## config.mk

```make
export PLATFORM = sky130hd
export DESIGN_NAME = spawn_scheduler
export DESIGN_NICKNAME = d
export VERILOG_FILES = /design/src/rtl/spawn_pkg.sv /design/src/rtl/spawn_type_picker.sv /design/src/rtl/spawn_scheduler.sv
export SDC_FILE = /design/constraint.sdc
export NUM_CORES = 1
export LEC_CHECK = 0
export ABC_AREA = 1
export CORE_MARGIN = 5
export CORE_UTILIZATION = 45
export DETAILED_ROUTE_END_ITERATION = 10
export PLACE_DENSITY_LB_ADDON = 0.25
export SLEW_MARGIN = 5
export SYNTH_ARGS = -nofsm -noshare
export SYNTH_HDL_FRONTEND = slang
export SYNTH_SLANG_ARGS = --single-unit
```

## constraint.sdc

```tcl
create_clock -name clk -period 9.45 [get_ports clk]
set_input_delay 1.4175 -clock clk [delete_from_list [all_inputs] [get_ports clk]]
set_output_delay 1.4175 -clock clk [all_outputs]
set_load 0.01 [all_outputs]
```

## src/rtl/spawn_pkg.sv

```systemverilog
// Shared types and helpers for the obstacle spawn scheduler: FSM encoding,
// per-type minimum speed table and ring index arithmetic.
package spawn_pkg;

    typedef logic [2:0] state_t;

    localparam state_t ST_IDLE    = 3'd0;
    localparam state_t ST_RUN     = 3'd1;
    localparam state_t ST_SPAWN   = 3'd2;
    localparam state_t ST_SETTLE  = 3'd3;
    localparam state_t ST_RETIRE  = 3'd4;
    localparam state_t ST_CRASHED = 3'd5;

    localparam int unsigned TYPE_NONE = 0;
    localparam int unsigned MAX_TYPES = 15;

    // Index 0 is TYPE_NONE; type 2 needs moderate speed, type 3 (flyer) high speed.
    localparam int unsigned MIN_SPEED [MAX_TYPES+1] = '{
        0, 0, 4000, 8500, 0, 0, 0, 0, 0, 0, 0, 0, 0, 0, 0, 0
    };

    function automatic int unsigned min_speed(input int unsigned t);
        logic [3:0] idx;
        idx = t[3:0];
        return (t <= MAX_TYPES) ? MIN_SPEED[idx] : 0;
    endfunction

    function automatic int unsigned incr(input int unsigned p, input int unsigned n);
        return (p + 1 >= n) ? 0 : p + 1;
    endfunction

    function automatic int unsigned decr(input int unsigned p, input int unsigned n);
        return (p == 0) ? n - 1 : p - 1;
    endfunction

endpackage

```

## src/rtl/spawn_type_picker.sv

```systemverilog
// Combinational obstacle type selection: walks the candidates starting at
// rng_data, skipping types too fast for the current speed or that would extend a run.
module spawn_type_picker
    import spawn_pkg::*;
#(
    parameter int TYPES   = 3,
    parameter int MAX_DUP = 2,
    parameter int SPEEDW  = 15,
    parameter int RNGW    = 11,
    parameter int TW      = $clog2(TYPES + 1)
) (
    input  logic [RNGW-1:0]              rng_data,
    input  logic [SPEEDW-1:0]            speed,
    input  logic [MAX_DUP-1:0][TW-1:0]   history,
    output logic [TW-1:0]                pick_type,
    output logic                         pick_valid
);

    function automatic logic [TW-1:0] cand_type(input logic [RNGW-1:0] rng, input int unsigned i);
        int unsigned r;
        r = 32'(rng);
        return TW'(((r + i) % TYPES) + 1);
    endfunction

    function automatic logic type_legal(input logic [TW-1:0] t,
                                        input logic [SPEEDW-1:0] spd,
                                        input logic [MAX_DUP-1:0][TW-1:0] hist);
        logic all_dup;
        all_dup = 1'b1;
        for (int j = 0; j < MAX_DUP; j++) begin
            if (hist[j] != t) all_dup = 1'b0;
        end
        return (32'(spd) >= min_speed(32'(t))) && !all_dup;
    endfunction

    always_comb begin
        pick_type  = TW'(TYPE_NONE);
        pick_valid = 1'b0;
        for (int i = 0; i < TYPES; i++) begin
            if (!pick_valid && type_legal(cand_type(rng_data, i), speed, history)) begin
                pick_valid = 1'b1;
                pick_type  = cand_type(rng_data, i);
            end
        end
    end

endmodule

```

## src/rtl/spawn_scheduler.sv

```systemverilog
// Ring-buffer scheduler for scrolling obstacles: spawns into the back slot,
// pulses the per-frame update and retires scrolled-off slots from the front.
module spawn_scheduler
    import spawn_pkg::*;
#(
    parameter int SLOTS   = 7,
    parameter int TYPES   = 3,
    parameter int MAX_DUP = 2,
    parameter int SPAWN_X = 600,
    parameter int XW      = 11,
    parameter int SPEEDW  = 15,
    parameter int RNGW    = 11,
    localparam int TW     = $clog2(TYPES + 1),
    localparam int CW     = $clog2(SLOTS + 1)
) (
    input  logic                  clk,
    input  logic                  rst,
    input  logic                  start,
    input  logic                  crash,
    input  logic                  restart,
    input  logic                  update,
    input  logic                  spawn_en,
    input  logic [SPEEDW-1:0]     speed,
    input  logic [RNGW-1:0]       rng_data,
    input  logic [SLOTS-1:0]      slot_remove,
    input  logic [SLOTS-1:0]      slot_visible,
    input  logic [SLOTS*XW-1:0]   slot_x_pos,
    input  logic [SLOTS*10-1:0]   slot_width,
    input  logic [SLOTS*11-1:0]   slot_gap,
    output logic                  slot_update,
    output logic [SLOTS-1:0]      slot_start,
    output logic [SLOTS*TW-1:0]   slot_type,
    output logic [CW-1:0]         count,
    output logic                  full,
    output logic                  spawn_reject
);

    localparam int PW = (SLOTS > 1) ? $clog2(SLOTS) : 1;
    localparam int SW = XW + 2;
    localparam logic signed [SW-1:0] SPAWN_LIM = SW'(SPAWN_X);

    state_t                      state_q, state_d;
    logic [PW-1:0]               front_q, front_d;
    logic [PW-1:0]               back_q, back_d;
    logic [CW-1:0]               count_q, count_d;
    logic [SLOTS-1:0]            slot_start_q, slot_start_d;
    logic [TW-1:0]               slot_type_q [SLOTS];
    logic [TW-1:0]               slot_type_d [SLOTS];
    logic [MAX_DUP-1:0][TW-1:0]  hist_q, hist_d;
    logic                        spawn_reject_q, spawn_reject_d;

    logic [PW-1:0]               last_idx, back_nx, front_nx;
    logic signed [XW-1:0]        x_last;
    logic [9:0]                  w_last;
    logic [10:0]                 g_last;
    logic signed [SW-1:0]        reach;
    logic                        spawn_due, retire_now, retire_more;
    logic [TW-1:0]               pick_type;
    logic                        pick_valid;

    spawn_type_picker #(
        .TYPES   (TYPES),
        .MAX_DUP (MAX_DUP),
        .SPEEDW  (SPEEDW),
        .RNGW    (RNGW),
        .TW      (TW)
    ) u_picker (
        .rng_data   (rng_data),
        .speed      (speed),
        .history    (hist_q),
        .pick_type  (pick_type),
        .pick_valid (pick_valid)
    );

    assign last_idx = PW'(decr(32'(back_q), SLOTS));
    assign back_nx  = PW'(incr(32'(back_q), SLOTS));
    assign front_nx = PW'(incr(32'(front_q), SLOTS));

    assign x_last = slot_x_pos[32'(last_idx)*XW +: XW];
    assign w_last = slot_width[32'(last_idx)*10 +: 10];
    assign g_last = slot_gap[32'(last_idx)*11 +: 11];

    // Two guard bits keep x+width+gap from wrapping before the signed compare.
    assign reach = {{2{x_last[XW-1]}}, x_last}
                 + {{(SW-10){1'b0}}, w_last}
                 + {{(SW-11){1'b0}}, g_last};

    assign spawn_due   = (count_q == '0) || (slot_visible[last_idx] && (reach < SPAWN_LIM));
    assign retire_now  = (count_q != '0) && slot_remove[front_q];
    assign retire_more = (count_q > CW'(1)) && slot_remove[front_nx];

    always_comb begin
        state_d        = state_q;
        front_d        = front_q;
        back_d         = back_q;
        count_d        = count_q;
        slot_start_d   = slot_start_q;
        slot_type_d    = slot_type_q;
        hist_d         = hist_q;
        spawn_reject_d = 1'b0;
        case (state_q)
            ST_IDLE: begin
                if (start) state_d = ST_RUN;
            end
            ST_RUN: begin
                if (crash)       state_d = ST_CRASHED;
                else if (update) state_d = ST_SPAWN;
            end
            ST_SPAWN: begin
                if (spawn_due && spawn_en) begin
                    if (!full && pick_valid) begin
                        slot_type_d[back_q]  = pick_type;
                        slot_start_d[back_q] = 1'b1;
                        back_d               = back_nx;
                        count_d              = count_q + CW'(1);
                        for (int j = MAX_DUP - 1; j > 0; j--) begin
                            hist_d[j] = hist_q[j-1];
                        end
                        hist_d[0] = pick_type;
                    end else begin
                        spawn_reject_d = 1'b1;
                    end
                end
                state_d = crash ? ST_CRASHED : ST_SETTLE;
            end
            ST_SETTLE: begin
                state_d = crash ? ST_CRASHED : ST_RETIRE;
            end
            ST_RETIRE: begin
                if (retire_now) begin
                    slot_start_d[front_q] = 1'b0;
                    slot_type_d[front_q]  = TW'(TYPE_NONE);
                    front_d               = front_nx;
                    count_d               = count_q - CW'(1);
                end
                // Look ahead one slot so a k-slot retire takes exactly k cycles.
                if (crash)                             state_d = ST_CRASHED;
                else if (!(retire_now && retire_more)) state_d = ST_RUN;
            end
            ST_CRASHED: begin
                state_d = ST_CRASHED;
            end
            default: begin
                state_d = ST_IDLE;
            end
        endcase
    end

    always_ff @(posedge clk) begin
        if (rst || restart) begin
            state_q        <= ST_IDLE;
            front_q        <= '0;
            back_q         <= '0;
            count_q        <= '0;
            slot_start_q   <= '0;
            slot_type_q    <= '{default: '0};
            hist_q         <= '0;
            spawn_reject_q <= 1'b0;
        end else begin
            state_q        <= state_d;
            front_q        <= front_d;
            back_q         <= back_d;
            count_q        <= count_d;
            slot_start_q   <= slot_start_d;
            slot_type_q    <= slot_type_d;
            hist_q         <= hist_d;
            spawn_reject_q <= spawn_reject_d;
        end
    end

    always_comb begin
        slot_type = '0;
        for (int i = 0; i < SLOTS; i++) begin
            slot_type[i*TW +: TW] = slot_type_q[i];
        end
    end

    assign slot_update  = (state_q == ST_SPAWN);
    assign slot_start   = slot_start_q;
    assign count        = count_q;
    assign full         = (count_q == CW'(SLOTS));
    assign spawn_reject = spawn_reject_q;

endmodule
```

* After elaboration in Yosys (flattened, before gate mapping)
Memory sizes are Yosys's and may differ from the RTL's.
Cells that the tools add are included.
Widths: inputs -> output; s select.
** Storage, ports and cells
- Flip-flop bits (word level) :: 38
- Bits in latches :: 0
- Bits in writable memories :: 0
- Memory bits (read-only) :: 1536
- Input bits :: 271
- Output and inout port bits :: 27
- Word-level logic and storage cells :: 178
- Memories kept :: 3
** Memory list
- (name not given) :: words 16, width 32, rd ports 1, clocked after Yosys merged registers in 0, write ports 0, RTL line spawn_pkg.sv:25 : return (t <= MAX_TYPES) ? MIN_SPEED[idx] : 0;
- (name not given) :: words 16, width 32, rd ports 1, clocked after Yosys merged registers in 0, write ports 0, RTL line spawn_pkg.sv:25
- (name not given) :: words 16, width 32, rd ports 1, clocked after Yosys merged registers in 0, write ports 0, RTL line spawn_pkg.sv:25
** Cells by class
- $add $sub $neg :: 12
- Multiply operators :: 2
- Div/mod/pow operators :: 3
- $lt $le $gt $ge :: 20
- Eq/ne operators :: 18
- Shifts and indexed selects :: 3
- Muxes and demuxes :: 57
- Bitwise logic cells :: 12
- Reduce and logical (&&, ||, !) cells :: 33
** Operators with widths (number)
- $mux 32 :: 6
- $shiftx 77x8->11 :: 2
- $ge 15x32->1 :: 3
- $shiftx 70x8->10 :: 1
- $mod 32x2->32 const B :: 2
- $mux 14 :: 3
- $mux 3 :: 12
- $mod 11x2->32 const B :: 1
- $pmux 14 s2 :: 1
- $mux 7 :: 3
- $pmux 3 s6 :: 1
- $lt 3x4->1 const B :: 4
- $mux 1 :: 16
- $ge 5x5->1 const B :: 3
- $logic_and 1x1->1 :: 15
- $not 2->5 :: 3
- $and 14x14->14 :: 1
- $bwmux 14 :: 1
- $not 14->14 :: 1
- $pmux 7 s2 :: 1
- $add 12x12->13 :: 1
- $lt 13x11->1 const B :: 1
- $add 11x1->12 const B :: 1
- $add 11x11->12 :: 1
- 38 further kinds :: 76

* Depth between registers and ports, before layout
Gate-level depths: netlist of the first run.
- Depth in word-level cells :: 19
- Mapped depth :: 71
- Depth with buffers taken out :: 70

* Hierarchy
A second synthesis of the first run with hierarchy kept.
** Second synthesis, totals
- Cells, all modules :: 1518
- Area, all modules :: 9156.3 µm²
** By module, submodules not included
- spawn_scheduler :: instances 1, cells each 855, area an instance 5286.3 µm², seq. area each 760.7 µm²
- spawn_type_picker :: instances 1, cells each 663, area an instance 3870.0 µm², seq. area each 0.0 µm²

* Worst setup path after synthesis of the first run
OpenSTA, ideal clock, no wires.
- Path kind :: in2reg
- Start :: in rng_data[6]
- End :: reg slot_start_q[3] (netlist: slot_start[3])
- Library setup time :: 0.113 ns
- Data arrival time :: 8.332 ns
- Required time :: 9.337 ns
- Path slack :: 1.005 ns
- Stages :: 60
- Buffers on the path :: 2
- Cells stage by stage :: clkbuf_8 nand4_1 nor2_1 nand2_1 xor2_1 ha_1 inv_1 nand2_1 nand2_1 nand2_1 o21ai_1 o21ai_1 o21ai_0 nand3_1 a21oi_1 nand3_1 nand2_1 inv_1 [... 24 more ...] ha_1 ha_1 a211o_1 a31o_2 a21oi_1 o21ai_0 nand2_1 nand2_1 a211o_1 nand2_1 nand3_4 nand2_4 nand2_8 nand2_4 inv_4 buf_12 nor2_1 nor2_1
** On the way
- Cells in the longest elaborated chain, start to end :: 18
- Elaborated cells between the ends (all ways) :: 51
- Classes of those cells :: add/sub: 5; div: 3; order compare: 3; eq/ne: 7; mux: 15; bitwise: 3; reduce/logical: 12; memory: 3
** Ends and longest elaborated chain
- from (decl) :: RTL line spawn_scheduler.sv:24 : input logic [RNGW-1:0] rng_data,
- parallel branches: the longest is 14 deep, another holds $mod 32x2->32
- $mux 1 (*) :: RTL line spawn_type_picker.sv:40 : if (!pick_valid && type_legal(cand_type(rng_data, i), speed, history)) begin
- $logic_and 1x1->1 (*) :: RTL line spawn_scheduler.sv:111 : if (!full && pick_valid) begin
- $ne 2x1->1 (no line) (*)
- $reduce_and 4->1 (no line) (*)
- to (signal assigned) :: RTL line spawn_scheduler.sv:164 : slot_start_q <= slot_start_d;
- to (decl) :: RTL line spawn_scheduler.sv:46 : logic [SLOTS-1:0] slot_start_q, slot_start_d;
Mark *: on every way between the ends. The select of a mux whose other input is x is not followed.
A chain may end at the register's enable or synchronous reset.

* Worst setup path in the final report of the first run
- Start :: in rng_data[9]
- End :: reg count_q[1] (netlist: count[1])
** On the way
- Cells in the longest elaborated chain, start to end :: 18
- Elaborated cells between the ends (all ways) :: 51
- Classes of those cells :: add/sub: 5; div: 3; order compare: 3; eq/ne: 7; mux: 15; bitwise: 3; reduce/logical: 12; memory: 3
** Ends and longest elaborated chain
- parallel branches: the longest is 14 deep, another holds $mod 32x2->32
- $mux 1 (*) :: RTL line spawn_type_picker.sv:40
- $logic_and 1x1->1 (*) :: RTL line spawn_scheduler.sv:111
- $ne 2x1->1 (no line) (*)
- $reduce_and 4->1 (no line) (*)
- to (signal assigned) :: RTL line spawn_scheduler.sv:163 : count_q <= count_d;
- to (decl) :: RTL line spawn_scheduler.sv:45 : logic [CW-1:0] count_q, count_d;
Marked as above.

==> results of run 1 <==
## worst max path at each step
stage | startpoint | end | slack [ns] | cells after the start
2_1_floorplan | rng_data[6] | slot_start[3] | 1.01 | 60
3_3_place_gp | rng_data[1] | slot_type[0] | -0.25 | 64
3_5_place_dp | rng_data[1] | slot_type[0] | -0.50 | 64
4_1_cts | rng_data[1] | slot_start[3] | 0.05 | 65
5_1_grt | rng_data[9] | slot_start[3] | -0.25 | 63
6_report | rng_data[9] | count[1] | 0.40 | 63
## per-stage QoR
step | total power [mW] | utilization (%) | hold WS (ns) | TNS [ns] | instance area [µm²]
finish | 1.634 | 66.43 | 0.4775 | 0 | 13310
global route | 1.792 | 66.43 | 0.5223 | -5.867 | 13310
CTS | 1.450 | 62.43 | 0.4769 | 0 | 12510
detailed placement | 1.212 | 61.34 | 0.4669 | -12.62 | 12290
global placement | 1.182 | 61.34 | 0.4695 | -4.089 | 12290
floorplan | 0.9012 | - | 0.4546 | 0 | 9060
## flip-flops by register name (all words and copies together), names as in the netlist
signal        count
slot_type        14
slot_start        7
hist_q            4
back_q            3
count             3
front_q           3
state_q           3
spawn_reject      1
## power groups by stage
stage | Sequential (mW) | Clock, mW | Combinational [mW]
2_1_floorplan | 0.165 | 0 | 0.737
3_3_place_gp | 0.165 | 0 | 1.02
3_5_place_dp | 0.165 | 0 | 1.05
4_1_cts | 0.161 | 0.224 | 1.06
5_1_grt | 0.161 | 0.232 | 1.40
6_report | 0.161 | 0.223 | 1.25
## final cells by class
cell class / instances / area share (%)
well taps: 270 / 2.538
multi-input cells: 1293 / 57.98
inverters: 198 / 5.677
clock inverters: 3 / 0.5169
repair buffers: 369 / 26.54
diodes: 5 / 0.09398
clock buffers: 5 / 0.9398
flip-flops and latches: 38 / 5.714
## cells by family (layout without fill, tap and decap cells)
kind of cell               count (synthesis)  after routing
other                                      0              5
adders and majority gates                 83             83
AOI/OAI and AO/OA                        328            328
xor gates and xnor gates                  32             32
and+or+nand+nor                          850            850
buffers and inverters                    262            575
DFF                                       38             38
## layout by cell type, fill, tap and decap left out, types with 6 or more instances in the layout
cell type,n
nand3_2,28
o221ai_1,19
nand2_4,16
o22ai_1,12
nor2_1,210
nor2_4,7
nand4_1,31
xor2_1,23
or2_2,8
nand3_4,13
a21oi_2,7
o21ai_0,184
dfxtp_1,38
clkdlybuf4s50_1,286
dlymetal6s2s_1,9
a31oi_1,6
nand2_2,42
nor2_2,15
o21ai_2,10
fa_1,9
o21ai_1,15
inv_1,179
inv_2,13
o21a_1,6
buf_4,70
ha_1,65
a21oi_1,38
nand2_1,310
nand3_1,129
xnor2_1,6
nor3_1,24
## per-layer routing
layer  up-vias  GRT usage (%)
li1       5922              -
met1      5363          29.77
met2       416          49.79
met3        76          6.286
met4         2          9.932
met5         -              0
## critical path, delay by kind of cell
family / cells / cell delay, ns
and+or+nand+nor: 40 / 4.78
AOI/OAI and AO/OA: 10 / 1.30
buffers and inverters: 7 / 0.59
xor gates and xnor gates: 1 / 0.15
adders and majority gates: 5 / 1.00
## timing repair
action | CTS | global route
buffers inserted | 1 | 38
gates resized for setup | 5 | 135
pin swaps | 2 | 76
gates cloned | 0 | 0
endpoints found under the setup margin | 31 | 32
==> results by stage, run 1 <==
Min path:
- The worst hold path startpoint is hist_q[2].
- Along the worst hold path, the cell count comes to 2.
- The worst min-delay path endpoint is hist_q[2].
- The class of the worst hold path is reg -> reg.

Routing:
- The number of remaining DRC errors is 0.
- The detail-routed net length per standard cell is 15.86 µm.
- The routed via count is roughly 12000.
- The first detailed-routing pass took 6 iterations.
- After detailed routing, the met2 layer carries 17.75 mm of wire.
- The detailed router finished its first iteration with 616 violations.
- The post-route met1 wirelength is 13.12 mm.
- The highest layer touched by signal routing is met5.
- The number of nets with antenna violations after routing is 0.
- The detailed-route wire length is ~35 mm.
- The ratio of routed vias to standard cells is between 5 and 6.
- The met3 wire length is between 2 and 3 mm.

Synthesis:
- The main flop type after synthesis is dfxtp_1.
- The combinational family with the most area after synthesis is simple AND/OR/NAND/NOR gates.
- Counting every instance in the synthesized netlist gives 1593.
- The synthesized netlist devotes between 40 and 50% of its cell area to simple gates.
- Sorting the synthesized cells by area gives the leading types as nand2_1, o21ai_0, ha_1, nor2_1, dfxtp_1.
- The number of synthesized flops with an enable pin is 0.
- The arithmetic-cell share of the synthesized area counting full adders, half adders and majority gates is 12.21%.
- The fraction of synthesized area in multiplexers is 0%.
- The warning count from the yosys run is 0.
- Counting every net in the synthesized netlist gives around 1900.
- The netlist uses 60 different library cells.
- After Yosys synthesis, XOR and XNOR cells account for 3.093% of the synthesized area.
- The most used standard cell by instance count after synthesis is nand2_1.
- The number of flip-flops and latches in the synthesized netlist is 38.
- The sequential cell area fraction in the yosys report is roughly 8.4%.
- Sorting the synthesized cells by how often they occur yields nand2_1, nor2_1, o21ai_0.
- Averaged over all synthesized cells, the footprint is 5.687 µm².
- The portion of synthesized cell area occupied by the leading cell type is 13.92%.
- The synthesized cell area is 9060 µm².
- Counting flops with an async set or reset pin after synthesis yields a share of 0%.
- The post-synthesis cell type with the largest combined area is nand2_1.
- The compound-gate portion of the synthesized area is around a fifth.

Critical path:
- The setup slack of the worst register-to-register path is 2.19 ns.
- The data arrival at the endpoint of the critical path is ~9.3 ns.
- The worst setup path is captured at a register.
- The worst setup path is launched from an input pin.
- The largest fanout on the critical path is 8.
- The launching point of the worst reg2reg path is back_q[0].
- The worst-path cell with the longest stage delay is a211o_4.
- The most numerous cell type found on the critical path is nand2_2.
- The endpoint identified for the worst register-to-register timing path is slot_start[6].
- The largest incremental delay on the critical path is 0.36 ns.
- The worst setup path is of the in -> reg kind.
- Data on the critical path is required at its endpoint by roughly 9.7 ns.
- The depth of the worst register-to-register path is 33.

STA:
- The headroom to the max-slew limit is between 30 and 40%.
- The hold violation count in the final report came to 0.
- The final critical delay including setup and external delays is slightly above 9 ns.
- The clock arrives with 0.005998 ns of skew.
- Static timing analysis puts the maximum clock frequency at ~0.11 GHz.
- The final number of max-transition violations is 0.
- The slew at the pin with the worst max-slew slack is approximately 0.9 ns.
- The final critical-path setup slack is 0.4007 ns.
- The ratio of final minimum period to clock period is 95.76%.
- Setup violations remaining at the end of the flow were counted as 0.

Power and ir drop:
- For this design the static power due to leakage is between 6 and 7 nW.
- The clock network burns 13.7% of the power.
- The power density normalized to cell area is 122.7 nW/µm².
- The combinational cell fraction of total power is 76.5%.
- The reported net switching power is 0.7763 mW.
- Of the total power, the share spent switching nets is around 48%.
- The internal power of the cells totals roughly 0.86 mW.
- The peak supply drop is around 80 µV.
- Per report_power, the sequential group accounts for between 9 and 10% of the total.

Floorplanning:
- The die covers 23070 µm².
- The initial utilization of the core area, before any placement, comes to 45.21%.
- The number of placement rows is 52.
- In this run the horizontal extent of the chip is 151.9 µm.
- The placeable core region is 20040 µm².
- The number of top-level design ports is 298.
- Measured along the y axis, the die boundary spans 151.9 µm.

Layout:
- In the final layout, the share of cells above drive strength 1 is 14.43%.
- Summing all multi-input logic gate instances after layout gives 7719 µm².
- After filler insertion, the fill cell instance count of the layout stands at 1815.
- The final-stage net count is between 2000 and 2500.
- The growth of design area from synthesis to finish is 46.94%.
- The finished layout holds 2181 standard cells, fillers aside.
- The combined flip-flop and latch cell area is 760.7 µm².

Global routing:
- The number of antenna violations at the first check in global routing came to 6.
- The maximum number of pins on one net before global-route repair is 81.
- The number of global-route vias before repair is 11172.
- The first global-routing pass estimated 53.19 mm of wire.
- The total overflow left after global routing is 0.
- For this run, the total global-route usage over all layers was measured as 26.88%.

Place:
- Timing analysis after detailed placement gives a worst setup slack of -0.5003 ns.
- During placement, the flow inserted port buffers numbering approximately 300.
- The post-placement cell count is around 2100.
- At the end of routability-driven placement, the weighted congestion stood at 0.9327.
- Summed over all nets, the half-perimeter wirelength after detailed placement is approximately 27 mm.

CTS:
- The number of sinks handled by clock tree synthesis is 38.
- The CTS tree is built.
- The count of H-tree levels built during CTS is 2.
- The clock passes through at most 2 buffers.
- The number of buffers inserted during clock tree synthesis is 5.
- At the later pin of the worst-skew pair, clock insertion delay measures around 0.29 ns.
- After clock tree synthesis, the clock-pin slew on the worst setup and hold paths is 0.06 ns.
- Clock tree synthesis selected as its root buffer the cell clkbuf_16.
- The hold buffer count at CTS is 0.

Run:
- The number of max-cap violations is 0.

Run status:
- The flow ran to the end, and the final reports show no timing, DRC or antenna violations.
Power figures use the tool's default switching activity.
==> inputs of run 2 (changes only) <==
- clock period: 9.45 -> 9.8 ns (I/O delays scaled with it)
==> results by stage, run 2 (synthesis results as in run 1) <==
Layout:
- The leading cell type in the layout, fill and taps excluded is nand2_1.
- The number of fillers in the final layout is 1878 (+3.5%).
- The fraction of the core area covered by cells at the end of the flow is 65.19% (-1.2 points).
- The flip-flop count of the largest register after layout is 14 (unchanged).
- The final-stage net count is 2239 (-0.89%).
- The fraction of layout cells with a size suffix above 1 is 12.83% (-1.6 points).
- The growth of design area from synthesis to finish is 44.19%.
- In the layout the commonest cells are nand2_1, clkdlybuf4s50_1, nor2_1.

Floorplanning:
- The placeable core region came to 20040 µm² (unchanged).
- The die height was 151.9 µm (unchanged).
- The number of placement rows is 52 (unchanged).
- The area enclosed by the die boundary was 23070 µm² (unchanged).
- The horizontal die dimension is 151.9 µm (unchanged).
- The number of top-level design ports was 298 (unchanged).
- The initial cell density of the core is 45.21% (unchanged).

Critical path:
- The largest fanout on the critical path was 12 (+4).
- The largest incremental delay on the critical path came to 0.31 ns (-0.05 ns).
- The required arrival time at the worst endpoint is 10.02 ns (+0.35 ns).
- STA classifies the critical path startpoint as an input pin.
- The worst-path cell with the longest stage delay is ha_1.
- The critical path is of the in -> reg type.
- On the critical path the largest part of the delay comes from simple AND/OR/NAND/NOR gates.
- The worst setup path is captured at a register.
- The launching point of the worst reg2reg path is back_q[0].
- The setup slack of the worst register-to-register path is 1.94 ns (-0.25 ns).
- The combined buffer and inverter count along the critical path is 11 (+4).
- The worst register-to-register path ends at slot_start[5].
- Counting stages on the worst path, the most repeated cell is nand2_1.
- The depth of the worst register-to-register path is 35 (+6.1%).
- The data arrival at the endpoint of the critical path is 9.52 ns (+0.25 ns).

Routing:
- The number of nets with antenna violations after routing was 0 (unchanged).
- The ratio of routed vias to standard cells was 5.427 (+0.49%).
- The met3 wire length is 1.988 mm (-21%).
- The number of remaining DRC errors is 0 (unchanged).
- The detailed-route wire length is 33.94 mm (-1.9%).
- The first-pass iteration count of the detailed router is 5 (-1).
- The detail-routed net length per standard cell is 15.74 µm (-0.78%).
- After detailed routing, no signal wire sits above met4.
- The routed via count came to 11706 (-0.62%).
- The post-route met1 wirelength came to 13.58 mm (+3.5%).
- The met2 wirelength from detailed routing came to 17.65 mm (-0.55%).
- The violation count after the first detailed-routing iteration is 715 (+16%).

Min path:
- The class of the worst hold path is reg -> reg.
- The worst min-delay path endpoint is hist_q[2].
- The startpoint identified for the worst hold timing path is hist_q[2].
- The number of cells on the worst hold path is 2 (unchanged).

Power and ir drop:
- The reported net switching power is 0.7218 mW (-7.0%).
- The switching part of the total is 49.01% (+1.5 points).
- The internal power contribution is 0.7509 mW (-12%).
- The leakage dissipation came to 6.190 nW (-1.9%).
- The total chip power is 1.473 mW (-9.9%).
- The power share of the clock group is 11.2% (-2.5 points).
- The power density normalized to cell area came to 112.7 nW/µm² (-8.2%).
- The peak supply drop is 81.17 µV (+3.7%).
- The part of the power in registers is 10.6% (+0.7 points).
- The combinational cell fraction of total power came to 78.2% (+1.7 points).

STA:
- Dividing the final minimum period by the clock period gives 94.85%.
- The final critical delay including setup and external delays is 9.295 ns.
- The hold violation count in the final report is 0 (unchanged).
- The final critical-path setup slack is 0.5046 ns (+0.1039 ns).
- The worst clock skew on the final layout is 0.005697 ns (-0.0003004 ns).
- The slew at the pin with the worst max-slew slack is 0.8709 ns (-0.03439 ns).
- The achievable frequency is around 0.11 GHz.
- The total setup violations reported at the end of the flow was 0 (unchanged).
- The headroom to the max-slew limit came to 41.86% (+2.7 points).
- The setup TNS is 0 ns (unchanged).
- The final number of max-transition violations is 0 (unchanged).

Run status:
- The flow ran to the end, and the final reports show no timing, DRC or antenna violations.

Place:
- The detailed placement HPWL is 26.32 mm (-1.6%).
- The count of buffers from port buffering is 297 (unchanged).
- The worst slack after detailed placement is -0.2428 ns (+0.2574 ns).
- The final weighted congestion of routability-driven global placement is 0.9241 (-0.92%).

CTS:
- The clock-pin transition on the worst setup and hold timing paths is 0.05 ns (about the same).
- The source-to-sink clock delay at the later pin of the worst-skew pair is 0.29 ns (about the same).
- The number of buffers inserted during clock tree synthesis is 5 (unchanged).
- The tree is rooted in a clkbuf_16.
- The maximum clock insertion buffer count is 2 (unchanged).
- The count of H-tree levels built during CTS came to 2 (unchanged).
- The CTS tree is built.
- The number of sinks handled by clock tree synthesis is 38 (unchanged).

Global routing:
- The wire length of the first global-routing pass was 52.52 mm (-1.3%).
- The remaining global-route overflow is 0 (unchanged).
- The global router's overall resource usage is 26.37% (-0.50 points).
- The number of antenna violations at the first check in global routing was 1 (-5).
- The number of global-route vias before repair is 10814 (-3.2%).
- The maximum number of pins on one net before global-route repair is 73 (-9.9%).

Run:
- The number of max-cap violations is 0 (unchanged).
[run 2: what timing repair did]
item	CTS	global route
cloned	0	2
hold buffers	0	0
gates resized for setup	2	118
setup endpoints to repair	4	32
pin swaps	0	47
setup buffers	0	28
[run 2: worst max-delay path by stage]
stage | startpoint | end | slack [ns] | cells after the start
finish | rng_data[3] | slot_start[5] | 0.50 | 63
CTS | rng_data[2] | slot_type[11] | 0.11 | 67
global route | rng_data[10] | slot_start[5] | -0.05 | 68
floorplan | rng_data[6] | slot_start[3] | 1.30 | 60
global placement | rng_data[2] | slot_type[1] | 0.06 | 64
detailed placement | rng_data[5] | slot_type[11] | -0.24 | 63
[run 2: worst reg2reg max path: cells and delay by family, from the launching register on]
family	cells	cell delay, ns
simple gates	13	1.73
xor+xnor	1	0.20
buf+inv	6	1.88
compound gates	12	2.54
fa+ha+maj	3	0.93
flops	1	0.50
[run 2: metrics by stage]
step           instances  hold WS (ns)  instance area, µm²
2_1_floorplan       1593        0.4546                9060
3_3_place_gp        2118        0.4656               12210
3_5_place_dp        2118        0.4773               12210
4_1_cts             2126        0.4851               12370
5_1_grt             2157        0.5147               13060
6_report            2157        0.4849               13060
[run 2: metal layers]
| layer | vias up | track usage, % |
|---|---|---|
| met3 | 61 | 4.181 |
| met4 | 0 | 4.837 |
| met1 | 5369 | 31.21 |
| li1 | 5880 | - |
| met2 | 396 | 50.32 |
| met5 | - | 0 |
[run 2: area by class of cell]
cell class | instances | area (µm²) | share of cell area, %
clock inverter | 1 | 5.005 | 0.03831
timing repair buffer | 347 | 3388 | 25.94
antenna | 1 | 2.502 | 0.01916
inverter | 198 | 750.7 | 5.747
clock buffer | 7 | 142.6 | 1.092
multi-input combinational | 1295 | 7676 | 58.76
sequential | 38 | 760.7 | 5.823
tap | 270 | 337.8 | 2.586
[run 2: power groups by stage]
| stage | clock network (mW) | registers (mW) | logic (mW) |
|---|---|---|---|
| after floorplan | 0 | 0.159 | 0.710 |
| after global placement | 0 | 0.159 | 0.961 |
| after detailed placement | 0 | 0.159 | 0.992 |
| after CTS | 0.165 | 0.156 | 0.999 |
| after global routing | 0.174 | 0.155 | 1.30 |
| final | 0.165 | 0.156 | 1.15 |
